[src/rtl/cic_decim_ctrl_if.sv]
// Handshake and status bundle between the CIC integrator section, the
// sequencing controller and the comb chain.
interface cic_decim_ctrl_if #(
  parameter int R_BITS = 7
);
  logic              in_valid;
  logic              cfg_write;
  logic [R_BITS-1:0] cfg_rate;
  logic              cfg_busy;
  logic              cfg_err;
  logic [R_BITS-1:0] rate;
  logic [R_BITS-1:0] phase;
  logic              comb_valid;
  logic              comb_rst;
  logic              out_valid;

  modport master (
    output in_valid, cfg_write, cfg_rate,
    input  cfg_busy, cfg_err, rate, phase, comb_valid, comb_rst, out_valid
  );

  modport slave (
    input  in_valid, cfg_write, cfg_rate,
    output cfg_busy, cfg_err, rate, phase, comb_valid, comb_rst, out_valid
  );
endinterface

[src/rtl/cic_decim_ctrl.sv]
// CIC decimator comb-chain sequencer: divides the integrator sample rate by R,
// hides comb outputs until the delay lines are warm, and re-warms on rate change.
module cic_decim_ctrl #(
  parameter int MAX_R      = 64,
  parameter int R_DEFAULT  = 8,
  parameter int STAGES     = 3,
  parameter int DIFF_DELAY = 2
) (
  input  logic                  clk,
  input  logic                  rst,
  cic_decim_ctrl_if.slave       bus
);
  localparam int R_BITS  = $clog2(MAX_R + 1);
  localparam int W       = STAGES * DIFF_DELAY;
  localparam int WC_BITS = $clog2(W + 1);

  localparam logic [R_BITS-1:0]  RATE_MIN  = R_BITS'(2);
  localparam logic [R_BITS-1:0]  RATE_MAX  = R_BITS'(MAX_R);
  localparam logic [R_BITS-1:0]  RATE_RST  = R_BITS'(R_DEFAULT);
  localparam logic [R_BITS-1:0]  ONE_R     = R_BITS'(1);
  localparam logic [WC_BITS-1:0] WARM_LAST = WC_BITS'(W - 1);
  localparam logic [WC_BITS-1:0] ONE_W     = WC_BITS'(1);

  typedef enum logic [1:0] {WARMUP, RUN, DRAIN, FLUSH} state_t;

  state_t              state_reg, state_next;
  logic [R_BITS-1:0]   rate_reg, rate_next;
  logic [R_BITS-1:0]   phase_reg, phase_next;
  logic [R_BITS-1:0]   pending_reg, pending_next;
  logic [WC_BITS-1:0]  warm_cnt_reg, warm_cnt_next;
  logic                comb_valid_reg, comb_valid_next;
  logic                comb_rst_reg, comb_rst_next;
  logic                cfg_err_reg, cfg_err_next;
  logic                from_run_reg, from_run_next;
  logic [STAGES-1:0]   pipe_reg, pipe_next;

  logic out_strobe;
  logic rate_legal;
  logic accept;
  logic go_run;

  // One flop per comb stage: a strobe emerges exactly STAGES cycles after comb_valid.
  genvar gi;
  generate
    for (gi = 0; gi < STAGES; gi++) begin : g_pipe
      if (gi == 0) begin : g_head
        assign pipe_next[gi] = comb_valid_reg;
      end else begin : g_tail
        assign pipe_next[gi] = pipe_reg[gi-1];
      end
    end
  endgenerate

  assign out_strobe = pipe_reg[STAGES-1];
  assign rate_legal = (bus.cfg_rate >= RATE_MIN) && (bus.cfg_rate <= RATE_MAX);
  assign accept     = bus.cfg_write && rate_legal &&
                      ((state_reg == WARMUP) || (state_reg == RUN));

  always_comb begin
    state_next      = state_reg;
    rate_next       = rate_reg;
    phase_next      = phase_reg;
    pending_next    = pending_reg;
    warm_cnt_next   = warm_cnt_reg;
    from_run_next   = from_run_reg;
    comb_valid_next = 1'b0;
    cfg_err_next    = bus.cfg_write && !accept;
    go_run          = 1'b0;

    case (state_reg)
      WARMUP, RUN: begin
        if (bus.in_valid) begin
          if (phase_reg == rate_reg - ONE_R) begin
            phase_next      = '0;
            comb_valid_next = 1'b1;
          end else begin
            phase_next = phase_reg + ONE_R;
          end
        end
        if ((state_reg == WARMUP) && out_strobe) begin
          warm_cnt_next = warm_cnt_reg + ONE_W;
          if (warm_cnt_reg == WARM_LAST) begin
            go_run     = 1'b1;
            state_next = RUN;
          end
        end
        // Strobes still in flight are only worth showing if the chain was warm.
        if (accept) begin
          pending_next  = bus.cfg_rate;
          from_run_next = (state_reg == RUN) || go_run;
          state_next    = DRAIN;
        end
      end
      DRAIN: begin
        if (!comb_valid_reg && (pipe_reg == '0)) begin
          state_next = FLUSH;
        end
      end
      FLUSH: begin
        rate_next     = pending_reg;
        phase_next    = '0;
        warm_cnt_next = '0;
        state_next    = WARMUP;
      end
      default: begin
        state_next = WARMUP;
      end
    endcase

    comb_rst_next = (state_next == FLUSH);
  end

  always_ff @(posedge clk) begin
    if (rst) begin
      state_reg      <= WARMUP;
      rate_reg       <= RATE_RST;
      phase_reg      <= '0;
      pending_reg    <= RATE_RST;
      warm_cnt_reg   <= '0;
      comb_valid_reg <= 1'b0;
      comb_rst_reg   <= 1'b0;
      cfg_err_reg    <= 1'b0;
      from_run_reg   <= 1'b0;
      pipe_reg       <= '0;
    end else begin
      state_reg      <= state_next;
      rate_reg       <= rate_next;
      phase_reg      <= phase_next;
      pending_reg    <= pending_next;
      warm_cnt_reg   <= warm_cnt_next;
      comb_valid_reg <= comb_valid_next;
      comb_rst_reg   <= comb_rst_next;
      cfg_err_reg    <= cfg_err_next;
      from_run_reg   <= from_run_next;
      pipe_reg       <= pipe_next;
    end
  end

  assign bus.rate       = rate_reg;
  assign bus.phase      = phase_reg;
  assign bus.comb_valid = comb_valid_reg;
  assign bus.comb_rst   = comb_rst_reg;
  assign bus.cfg_err    = cfg_err_reg;
  assign bus.cfg_busy   = (state_reg == DRAIN) || (state_reg == FLUSH);
  assign bus.out_valid  = out_strobe &&
                          ((state_reg == RUN) || ((state_reg == DRAIN) && from_run_reg));
endmodule

[src/flat_wrapper.sv]
// flat-port wrapper written by rule: the top's interface ports become plain ports
module cic_decim_ctrl_flat 
#(
  parameter int MAX_R      = 64,
  parameter int R_DEFAULT  = 8,
  parameter int STAGES     = 3,
  parameter int DIFF_DELAY = 2
)
  (clk, rst, bus_in_valid, bus_cfg_write, bus_cfg_rate, bus_cfg_busy, bus_cfg_err, bus_rate, bus_phase, bus_comb_valid, bus_comb_rst, bus_out_valid);
  cic_decim_ctrl_if #(.R_BITS((7))) bus_i ();
  input  logic clk;
  input  logic rst;
  input wire logic [$bits(bus_i.in_valid)-1:0] bus_in_valid;
  input wire logic [$bits(bus_i.cfg_write)-1:0] bus_cfg_write;
  input wire logic [$bits(bus_i.cfg_rate)-1:0] bus_cfg_rate;
  output wire logic [$bits(bus_i.cfg_busy)-1:0] bus_cfg_busy;
  output wire logic [$bits(bus_i.cfg_err)-1:0] bus_cfg_err;
  output wire logic [$bits(bus_i.rate)-1:0] bus_rate;
  output wire logic [$bits(bus_i.phase)-1:0] bus_phase;
  output wire logic [$bits(bus_i.comb_valid)-1:0] bus_comb_valid;
  output wire logic [$bits(bus_i.comb_rst)-1:0] bus_comb_rst;
  output wire logic [$bits(bus_i.out_valid)-1:0] bus_out_valid;
  assign bus_i.in_valid = bus_in_valid;
  assign bus_i.cfg_write = bus_cfg_write;
  assign bus_i.cfg_rate = bus_cfg_rate;
  assign bus_cfg_busy = bus_i.cfg_busy;
  assign bus_cfg_err = bus_i.cfg_err;
  assign bus_rate = bus_i.rate;
  assign bus_phase = bus_i.phase;
  assign bus_comb_valid = bus_i.comb_valid;
  assign bus_comb_rst = bus_i.comb_rst;
  assign bus_out_valid = bus_i.out_valid;
  cic_decim_ctrl #(.MAX_R(MAX_R), .R_DEFAULT(R_DEFAULT), .STAGES(STAGES), .DIFF_DELAY(DIFF_DELAY)) u_core (.clk(clk), .rst(rst), .bus(bus_i));
endmodule
[config.mk]
export PLATFORM = sky130hd
export DESIGN_NAME = cic_decim_ctrl_flat
export DESIGN_NICKNAME = d
export VERILOG_FILES = /design/src/rtl/cic_decim_ctrl_if.sv /design/src/rtl/cic_decim_ctrl.sv /design/src/flat_wrapper.sv
export SDC_FILE = /design/constraint.sdc
export NUM_CORES = 1
export LEC_CHECK = 0
export ABC_AREA = 1
export ABC_CLOCK_PERIOD_IN_PS = 2650
export BUFFER_PORTS_ARGS = -buffer_cell sky130_fd_sc_hd__buf_4
export CORE_ASPECT_RATIO = 0.6
export CORE_MARGIN = 4
export CORE_UTILIZATION = 59
export CTS_CLUSTER_DIAMETER = 80
export DETAILED_ROUTE_END_ITERATION = 12
export GPL_ROUTABILITY_DRIVEN = 0
export HOLD_SLACK_MARGIN = 0.05
export PLACE_DENSITY = 0.83
export SLEW_MARGIN = 20
export SYNTH_ARGS = -nofsm -noshare
export SYNTH_HDL_FRONTEND = slang
export SYNTH_SLANG_ARGS = --single-unit
[constraint.sdc]
create_clock -name clk -period 2.65 [get_ports clk]
set_input_delay 0.3975 -clock clk [delete_from_list [all_inputs] [get_ports clk]]
set_output_delay 0.3975 -clock clk [all_outputs]
set_load 0.01 [all_outputs]
# [Word level (Yosys, flattened, before mapping)]
# Index checks and enable logic that the tools add are counted.
[word_totals] reg_bits=33 latch_bits=0 ram_bits=0 rom_bits=0 inputBits=11 output_inout_bits=19 memories=0
[op_classes] n_addsub=3 n_mul=0 div=0 magnitude_cmp=2 eq_ne=8 shifts=0 muxes=14 n_bitwise=2 n_reduce_logical=22
[op_table] operator="2-to-1 mux 7 bit" count=2
[op_table] operator="one-hot mux 7 bit (2 select lines)" count=1
[op_table] operator="logical AND 1 bit" count=8
[op_table] operator="2-to-1 mux 2 bit" count=4
[op_table] operator="adder 7 x 1 -> 7 bit (second input constant)" count=1
[op_table] operator="equality test 7 bit" count=1
[op_table] operator=">= comparator 7 x 2 -> 1 bit (second input constant)" count=1
[op_table] operator="less-or-equal comparator 7 bit (second input constant)" count=1
[op_table] operator="subtractor 7 x 1 -> 7 bit (second input constant)" count=1
[op_table] operator="equality test 2 bit (second input constant)" count=3
[op_table] operator="one-hot mux 2 bit (3 select lines)" count=1
[op_table] operator="one-hot mux 3 bit (2 select lines)" count=1
[op_table] operator="AND reduction 2 bit" count=3
[op_table] operator="logical OR 1 bit" count=4
[op_table] operator="2-to-1 mux 1 bit" count=4
[op_table] operator="adder 3 x 1 -> 3 bit (second input constant)" count=1
[op_table] operator="equality test 3 bit (second input constant)" count=1
[op_table] operator="logical NOT 3 bit" count=1
[op_table] operator="2-to-1 mux 3 bit" count=1
[op_table] operator="OR reduction 3 bit" count=1
[op_table] operator="equality test 2 x 1 -> 1 bit (second input constant)" count=1
[op_table] operator="logical NOT 1 bit" count=2
[op_table] operator="logical NOT 2 bit" count=1
[op_table] operator="inequality test 2 x 1 -> 1 bit (second input constant)" count=1
[op_table] operator="other kinds (4)" count=5

# [Depth between registers and ports, before layout]
# Gate-level depths: netlist (run 1).
[depth] depth_word=7 depth_mapped=9 ltp_nobuf=9

# [Worst setup path before layout (run 1)]
# Ideal clock, no wire load.
[synth_path] kind="reg2reg" from="reg u_core.rate_reg[0] (netlist: u_core.bus.rate[0])" to="reg u_core.phase_reg[4] (netlist: u_core.bus.phase[4])" setup_ps=132 arrival_ps=1470 path_slack_ps=1048 path_stages_with_launch=8 synth_period_minus_slack_ps=1602 path_cell_list="dfxtp_1 -> inv_1 -> ha_1 -> xnor2_1 -> a21oi_1 -> nand3_4 -> o21bai_1 -> a21oi_1"
[synth_via] elab_chain_len=5
[synth_rtl] item="start: declaration" line="cic_decim_ctrl.sv:27" text="logic [R_BITS-1:0] rate_reg, rate_next;"
[synth_rtl] item="start signal: assignment" line="cic_decim_ctrl.sv:127" text="rate_reg <= rate_next;"
[synth_rtl] item="subtractor 7 x 1 -> 7 bit" line="cic_decim_ctrl.sv:73" text="if (phase_reg == rate_reg - ONE_R) begin"
[synth_rtl] item="equality test 7 bit" line="cic_decim_ctrl.sv:73"
[synth_rtl] item="2-to-1 mux 7 bit" line="cic_decim_ctrl.sv:73"
[synth_rtl] item="2-to-1 mux 7 bit" line="cic_decim_ctrl.sv:72" text="if (bus.in_valid) begin"
[synth_rtl] item="one-hot mux 7 bit (2 select lines)" line="cic_decim_ctrl.sv:70" text="case (state_reg)"
[synth_rtl] item="end signal: assignment" line="cic_decim_ctrl.sv:128" text="phase_reg <= phase_next;"
[synth_rtl] item="end: declaration" line="cic_decim_ctrl.sv:28" text="logic [R_BITS-1:0] phase_reg, phase_next;"
# No other way between the ends. The select of a mux whose other input is x is not followed.
# A chain may end at the register's enable or synchronous reset.

# [Final worst setup path (run 1)]
[layout_path] from="reg u_core.state_reg[1]" to="out bus_out_valid"
[layout_via] elab_chain_len=4
[layout_rtl] item="start: declaration" line="cic_decim_ctrl.sv:26" text="state_t state_reg, state_next;"
[layout_rtl] item="start signal: assignment" line="cic_decim_ctrl.sv:126" text="state_reg <= state_next;"
[layout_rtl] item="equality test 2 bit" line="cic_decim_ctrl.sv:146" text="((state_reg == RUN) || ((state_reg == DRAIN) && from_run_reg));"
[layout_rtl] item="logical AND 1 bit" line="cic_decim_ctrl.sv:146"
[layout_rtl] item="logical OR 1 bit *" line="cic_decim_ctrl.sv:146"
[layout_rtl] item="logical AND 1 bit *" line="cic_decim_ctrl.sv:145" text="assign bus.out_valid = out_strobe &&"
[layout_rtl] item="end: declaration" line="flat_wrapper.sv:22" text="output wire logic [$bits(bus_i.out_valid)-1:0] bus_out_valid;"
# Mark *: on every way between the ends. The rest lies on a longest branch, timed or not.

==> key figures, run 1 <==
Synth
  • Post-Synth Adder-Cell Area: 2.926%
  • Synthesized flop and latch total: 33
  • Simple-Gate Fraction of Synth Area: 26.04%
  • Synth Warn #: 0
  • Post-Synth XOR/XNOR Area: 3.072%
  • Complex-gate fraction of the synthesized area: 19.24%
  • Distinct cell type count after synthesis: 30
  • Share of the synthesized area in the top cell type: 38.62%
  • Post-Syn Area per Cell: 7.436 um2
  • Post-synthesis mux area share: 0%
  • Synth area leader: dfxtp_1
  • Largest family of logic cells by synthesized area: simple AND/OR/NAND/NOR gates
  • Netlist Area Pre-Place: 0.001710 mm2
  • Syn_nets: 245
  • Mapped Cells: 230
  • Register area share after synthesis: 38.62%
  • Leading post-synthesis cells by cell area: dfxtp_1 (39%), a21oi_1 (8.2%), nand2_1 (7.9%)

Clocking
  • CTS Buf Count: 5
  • Clock sink total: 33
  • Root buffer cell: clkbuf_8
  • Clk buf depth: 2
  • Worst-skew pair later-pin latency: around 280 ps
  • Hold buffers post-CTS: 0
  • Clock slew at reported path FFs: 70 ps
  • TritonCTS clock tree: done
  • H-tree depth: 2
  • Post-CTS resize count: 0
  • # Post-CTS Setup Buffers: 0

Final layout
  • # nets final: 274
  • Non-filler cells, final: 292
  • Area Overhead vs Synth: 19.68%
  • Share of post-route cells with drive strength above 1: 22.31%
  • ANT cells: 0
  • Fin util: 77.90%

STA
  • Final hold violation count: 0
  • Max Fclk: ~570 MHz
  • Clk_skew: ~4.1 ps
  • Setup TNS: 0 ps
  • Final worst path period share: roughly two thirds
  • Worst slew margin: a little under 70%
  • Slew @ Worst Pin: 489.8 ps
  • # setup viols final: 0
  • Pins over their slew limit: 0
  • Post-layout min period: 1758 ps
  • RSZ-0062 raised after global routing: no
  • Worst Slack Setup Final: 892.0 ps

Worst setup path
  • Worst setup SP type: flip-flop
  • Critical path class: reg -> out
  • Worst reg2reg path depth: 8
  • Register-to-register setup slack: around 930 ps
  • CP endpoint kind: primary output
  • Reg2reg start: u_core.bus.rate[0]$_SDFFE_PP0P_
  • CP required: between 2000 and 2500 ps
  • Crit-path max FO: 11
  • Crit path arrival time: 1360 ps
  • Reg2reg end: u_core.bus.phase[0]$_SDFFE_PP0P_

Floorplanning
  • Chip Width: 77.51 um
  • Rows: 14
  • Ports: 30
  • Initial Util: 65.10%
  • Core Area: 0.002628 mm2
  • Die area: 0.003853 mm2
  • Die H: roughly 50 um

GRT
  • Antenna violations before repair: 0
  • Wire length of the first global-routing pass: 6568 um
  • Largest net degree at the start of global routing: 19
  • Tot GR Track Use: 21.71%
  • Vias in the first global route: 1403
  • Grt ovf: 0

Pwr
  • Pwr Density: around 560 mW/mm2
  • Leak: 0.0008759 uW
  • Worst VDD drop: 0.4329 mV
  • Power after layout: 1145 uW

Routing
  • Via/cell ratio: 5.253
  • Vias: 1534
  • DRT Pass-1 Iters: 4
  • 1st-iter DRT viols: 85
  • WL/cell: 13.58 um
  • Remaining DRCs: 0
  • Drt total wl: 3965 um
  • Post-route antenna net violation count: 0

Min path
  • Hold-critical path endpoint: u_core.bus.cfg_err$_SDFF_PP0_
  • Hold WC Path Type: in -> reg
  • WHS Path Cells: 3
  • Hold Crit Start: bus_cfg_write

Place
  • IO buf count: 29
  • Post-DP HPWL: 2904 um
  • DP Cell Count: around 280
  • Pre-CTS setup slack: 987.4 ps

Status
  • Run status: complete, no violations

Job
  • Maximum capacitance violations: 0
## critical path, cell delays in order, from the launching register on
cell and delay (ps):
dfxtp_1 460, nand2_2 160, inv_2 210, nor3_1 90
buf_4 150
## cell type report
class,instances,area (um2)
well taps,32,40.04
repair buffers,29,217.7
inverters,36,135.1
flip-flops and latches,33,660.6
multi-input cells,154,877.1
fillers,192,580.6
clock buffers,7,86.33
clock inverters,1,30.03
## logic make-up (layout without fill, tap and decap cells)
kind of cell,count (synthesis),in the layout
buf+inv,43,73
xor+xnor,6,6
compound gates,57,57
fa+ha+maj,4,4
flops,33,33
simple gates,87,87
## per-layer routing
| metal | share of wire [%] | track usage (%) | vias to the layer above |
|---|---|---|---|
| li1 | - | - | 814 |
| met1 | 50 | 30.78 | 691 |
| met2 | 45 | 32.09 | 24 |
| met3 | 4.0 | 5.636 | 5 |
| met4 | 1.0 | 6.805 | 0 |
| met5 | 0 | 0 | - |
## worst max-delay path by stage
stage	slack [ps]	cells after the start	end	from
6_report	890	4	bus_out_valid	u_core.state_reg[1]$_SDFF_PP0_
3_3_place_gp	1060	7	u_core.bus.phase[2]$_SDFFE_PP0P_	u_core.bus.rate[0]$_SDFFE_PP0P_
4_1_cts	900	4	bus_out_valid	u_core.state_reg[1]$_SDFF_PP0_
2_1_floorplan	1050	7	u_core.bus.phase[4]$_SDFFE_PP0P_	u_core.bus.rate[0]$_SDFFE_PP0P_
3_5_place_dp	990	9	u_core.bus.phase[0]$_SDFFE_PP0P_	u_core.bus.rate[0]$_SDFFE_PP0P_
5_1_grt	760	8	u_core.bus.phase[3]$_SDFFE_PP0P_	u_core.bus.rate[0]$_SDFFE_PP0P_
## power by group
group / total, uW / internal [uW] / leakage, uW / switching (uW)
logic: 129 / 50.9 / 0.000549 / 77.8
registers: 532 / 514 / 0.000268 / 17.2
clock network: 485 / 306 / 0.0000585 / 179
## synth_stat cells (all sizes together)
cell type and n:
nand4 3, nor2 17, clkinv 1, or2 1, o21bai 7, a21oi 28, nor3 4, clkbuf 3
inv 35, xnor2 4, o21ai 17, xor2 2, a31o 1, o2111ai 1, nand2 41, nor4 1
o211ai 3, buf 4, ha 4, dfxtp 33, nand3 20
## per-stage QoR
step                hold WS (ps)  cell area [um2]
detailed placement         414.8             1931
floorplan                  403.1             1710
finish                     337.0             2047
global placement           407.7             1931
CTS                        332.5             2047
global route               338.0             2047
## cells in the final DEF, fill, tap and decap left out, drive strengths merged
cell     count
ha           4
a21oi       28
nor2        17
dfxtp       33
nand4        3
o21bai       7
xnor2        4
nor4         1
nand3       20
o211ai       3
bufinv       1
nand2       41
o2111ai      1
xor2         2
clkinv       1
nor3         4
inv         35
clkbuf       7
o21ai       17
or2          1
a31o         1
buf         29
(Power assumes the default switching activity.)
==> run 2: changes to the inputs <==
ABC_CLOCK_PERIOD_IN_PS = 1500   (was 2650)
CORE_UTILIZATION = 49   (was 59)
PLACE_DENSITY = 0.74   (was 0.83)
clock period = 1.5 ns   (was 2.65 ns; I/O delays follow)
==> key figures, run 2 (synthesis results as in run 1) <==
STA
  • Worst Slack Setup Final: 79.63 ps (-812.3 ps)
  • Slew @ Worst Pin: 500.9 ps (+11.10 ps)
  • Final hold violation count: 0 (unchanged)
  • Max Fclk: 704.0 MHz
  • Setup TNS: 0 ps (unchanged)
  • Final worst path period share: about 95%
  • Worst slew margin: 66.57% (-0.74 points)
  • # setup viols final: 0 (unchanged)
  • Post-layout min period: roughly 1400 ps
  • Clk_skew: 9.040 ps (+4.935 ps)
  • Pins over their slew limit: 0 (unchanged)
  • RSZ-0062 raised after global routing: yes

Clocking
  • CTS Buf Count: 5 (unchanged)
  • Root buffer cell: clkbuf_8
  • Clock sink total: 33 (unchanged)
  • Hold buffers post-CTS: 0 (unchanged)
  • Clock slew at reported path FFs: 70 ps (about the same)
  • H-tree depth: 2 (unchanged)
  • TritonCTS clock tree: done
  • Worst-skew pair later-pin latency: 290 ps (about the same)
  • Clk buf depth: 2 (unchanged)

Final layout
  • Fillers: 295 (+54%)
  • # nets final: 283 (+3.3%)
  • Commonest non-fill, non-tap cell in the layout: buf_4
  • Design Area, Final: 0.002153 mm2 (+5.2%)
  • Commonest cells after routing, fill and taps aside: buf_4 (38), nand2_1 (36), dfxtp_1 (29)
  • ANT cells: 0 (unchanged)
  • Area Overhead vs Synth: 25.90%
  • Share of post-route cells with drive strength above 1: 29.48% (+7.2 points)
  • Non-filler cells, final: 313 (+7.2%)

Pwr
  • Pwr Density: 871.7 mW/mm2 (+56%)
  • Worst VDD drop: 0.6871 mV (+59%)
  • Power after layout: 1877 uW (+64%)
  • Leak: 0.0009207 uW (+5.1%)

Min path
  • Hold WC Path Type: in -> reg

Place
  • DP Cell Count: 304 (+7.0%)
  • Placed cell area: 0.002004 mm2 (+3.8%)
  • Post-DP HPWL: 2780 um (-4.3%)
  • Pre-CTS setup slack: -32.35 ps (-1020 ps)
  • IO buf count: 29 (unchanged)

Worst setup path
  • Critical path class: reg -> reg
  • CP required: 1670 ps (-580 ps)
  • Worst setup SP type: flip-flop
  • Crit path arrival time: 1590 ps (+230 ps)
  • Crit-path max FO: 8 (-3)
  • Critical path, cell by cell: inv_2 > ha_4 > xnor2_2 > a21oi_2 > nand3_4 > o21bai_1 > a21oi_1
  • Critical path's top delay family: compound AO/OA/AOI/OAI gates
  • Slowest stage delay, CP: 340 ps (-120 ps)
  • Slowest cell on the critical path: dfxtp_2
  • CP endpoint kind: flip-flop
  • Buf+Inv Stages, Crit Path: 1 (-1)

GRT
  • Largest net degree at the start of global routing: 19 (unchanged)
  • Tot GR Track Use: 18.55% (-3.2 points)
  • Vias in the first global route: 1463 (+4.3%)
  • Grt ovf: 0 (unchanged)
  • Wire length of the first global-routing pass: 6555 um (-0.20%)
  • Antenna violations before repair: 0 (unchanged)

Floorplanning
  • Chip Width: 84.28 um (+8.7%)
  • Rows: 16 (+2)
  • Die area: 0.004531 mm2 (+18%)
  • Die H: 53.77 um (+8.2%)
  • Core Area: 0.003303 mm2 (+26%)
  • Initial Util: 51.78% (-13 points)
  • Ports: 30 (unchanged)

Routing
  • Vias: 1583 (+3.2%)
  • WL/cell: 12.44 um (-8.4%)
  • 1st-iter DRT viols: 105 (+24%)
  • Via/cell ratio: 5.058 (-3.7%)
  • DRT Pass-1 Iters: 4 (unchanged)
  • Post-route antenna net violation count: 0 (unchanged)
  • Remaining DRCs: 0 (unchanged)
  • Drt total wl: 3893 um (-1.8%)

Status
  • Run status: complete, no violations

Job
  • Maximum capacitance violations: 0 (unchanged)
## run 2: worst paths after layout
check,endpoint,slack [ps],start,cells after the start
min,u_core.bus.cfg_err$_SDFF_PP0_,160,bus_cfg_write,3
max,u_core.bus.phase[5]$_SDFFE_PP0P_,80,u_core.bus.rate[1]$_SDFFE_PP0P_,7
max reg2reg,u_core.bus.phase[5]$_SDFFE_PP0P_,80,u_core.bus.rate[1]$_SDFFE_PP0P_,7
min reg2reg,u_core.pipe_reg[2]$_SDFF_PP0_,420,u_core.pipe_reg[1]$_SDFF_PP0_,2
## run 2: per-stage QoR
step,util [%],hold slack (ps)
global placement,60.68,411.9
CTS,64.28,161.1
detailed placement,60.68,410.5
global route,65.19,165.2
floorplan,-,350.8
finish,65.19,157.1
## run 2: worst reg2reg max path, stage by stage (launching register included)
cell      delay [ps]
dfxtp_2          340
inv_2             50
ha_4             240
xnor2_2          130
a21oi_2          170
nand3_4          150
o21bai_1         150
a21oi_1           80
## run 2: final cells by class
| cell class | instances | area, um2 | area share, % |
|---|---|---|---|
| clock buffer | 6 | 82.58 | 3.835 |
| clock inverter | 1 | 7.507 | 0.3486 |
| inverter | 36 | 135.1 | 6.275 |
| multi-input combinational | 154 | 920.9 | 42.77 |
| sequential | 33 | 665.6 | 30.91 |
| tap | 45 | 56.30 | 2.615 |
| timing repair buffer | 38 | 285.3 | 13.25 |
## run 2: per-layer routing
metal  track usage [%]  share of wire, %  up-vias
li1                  -                 -      829
met1             24.24                51      710
met2             29.06                42       33
met3             6.728               6.1       11
met4             5.615               1.8        0
met5                 0                 0        -
## run 2: where the power goes
| group | internal (uW) | switching, uW |
|---|---|---|
| clock network | 362 | 329 |
| logic | 107 | 144 |
| registers | 909 | 25.0 |
| total | 1380 | 498 |
## run 2: timing repair
| action | in CTS | in global routing |
|---|---|---|
| resized for setup | 3 | 7 |
| endpoints found under the setup margin | 7 | 8 |
| pin swaps | 2 | 7 |
| setup buffers | 1 | 1 |
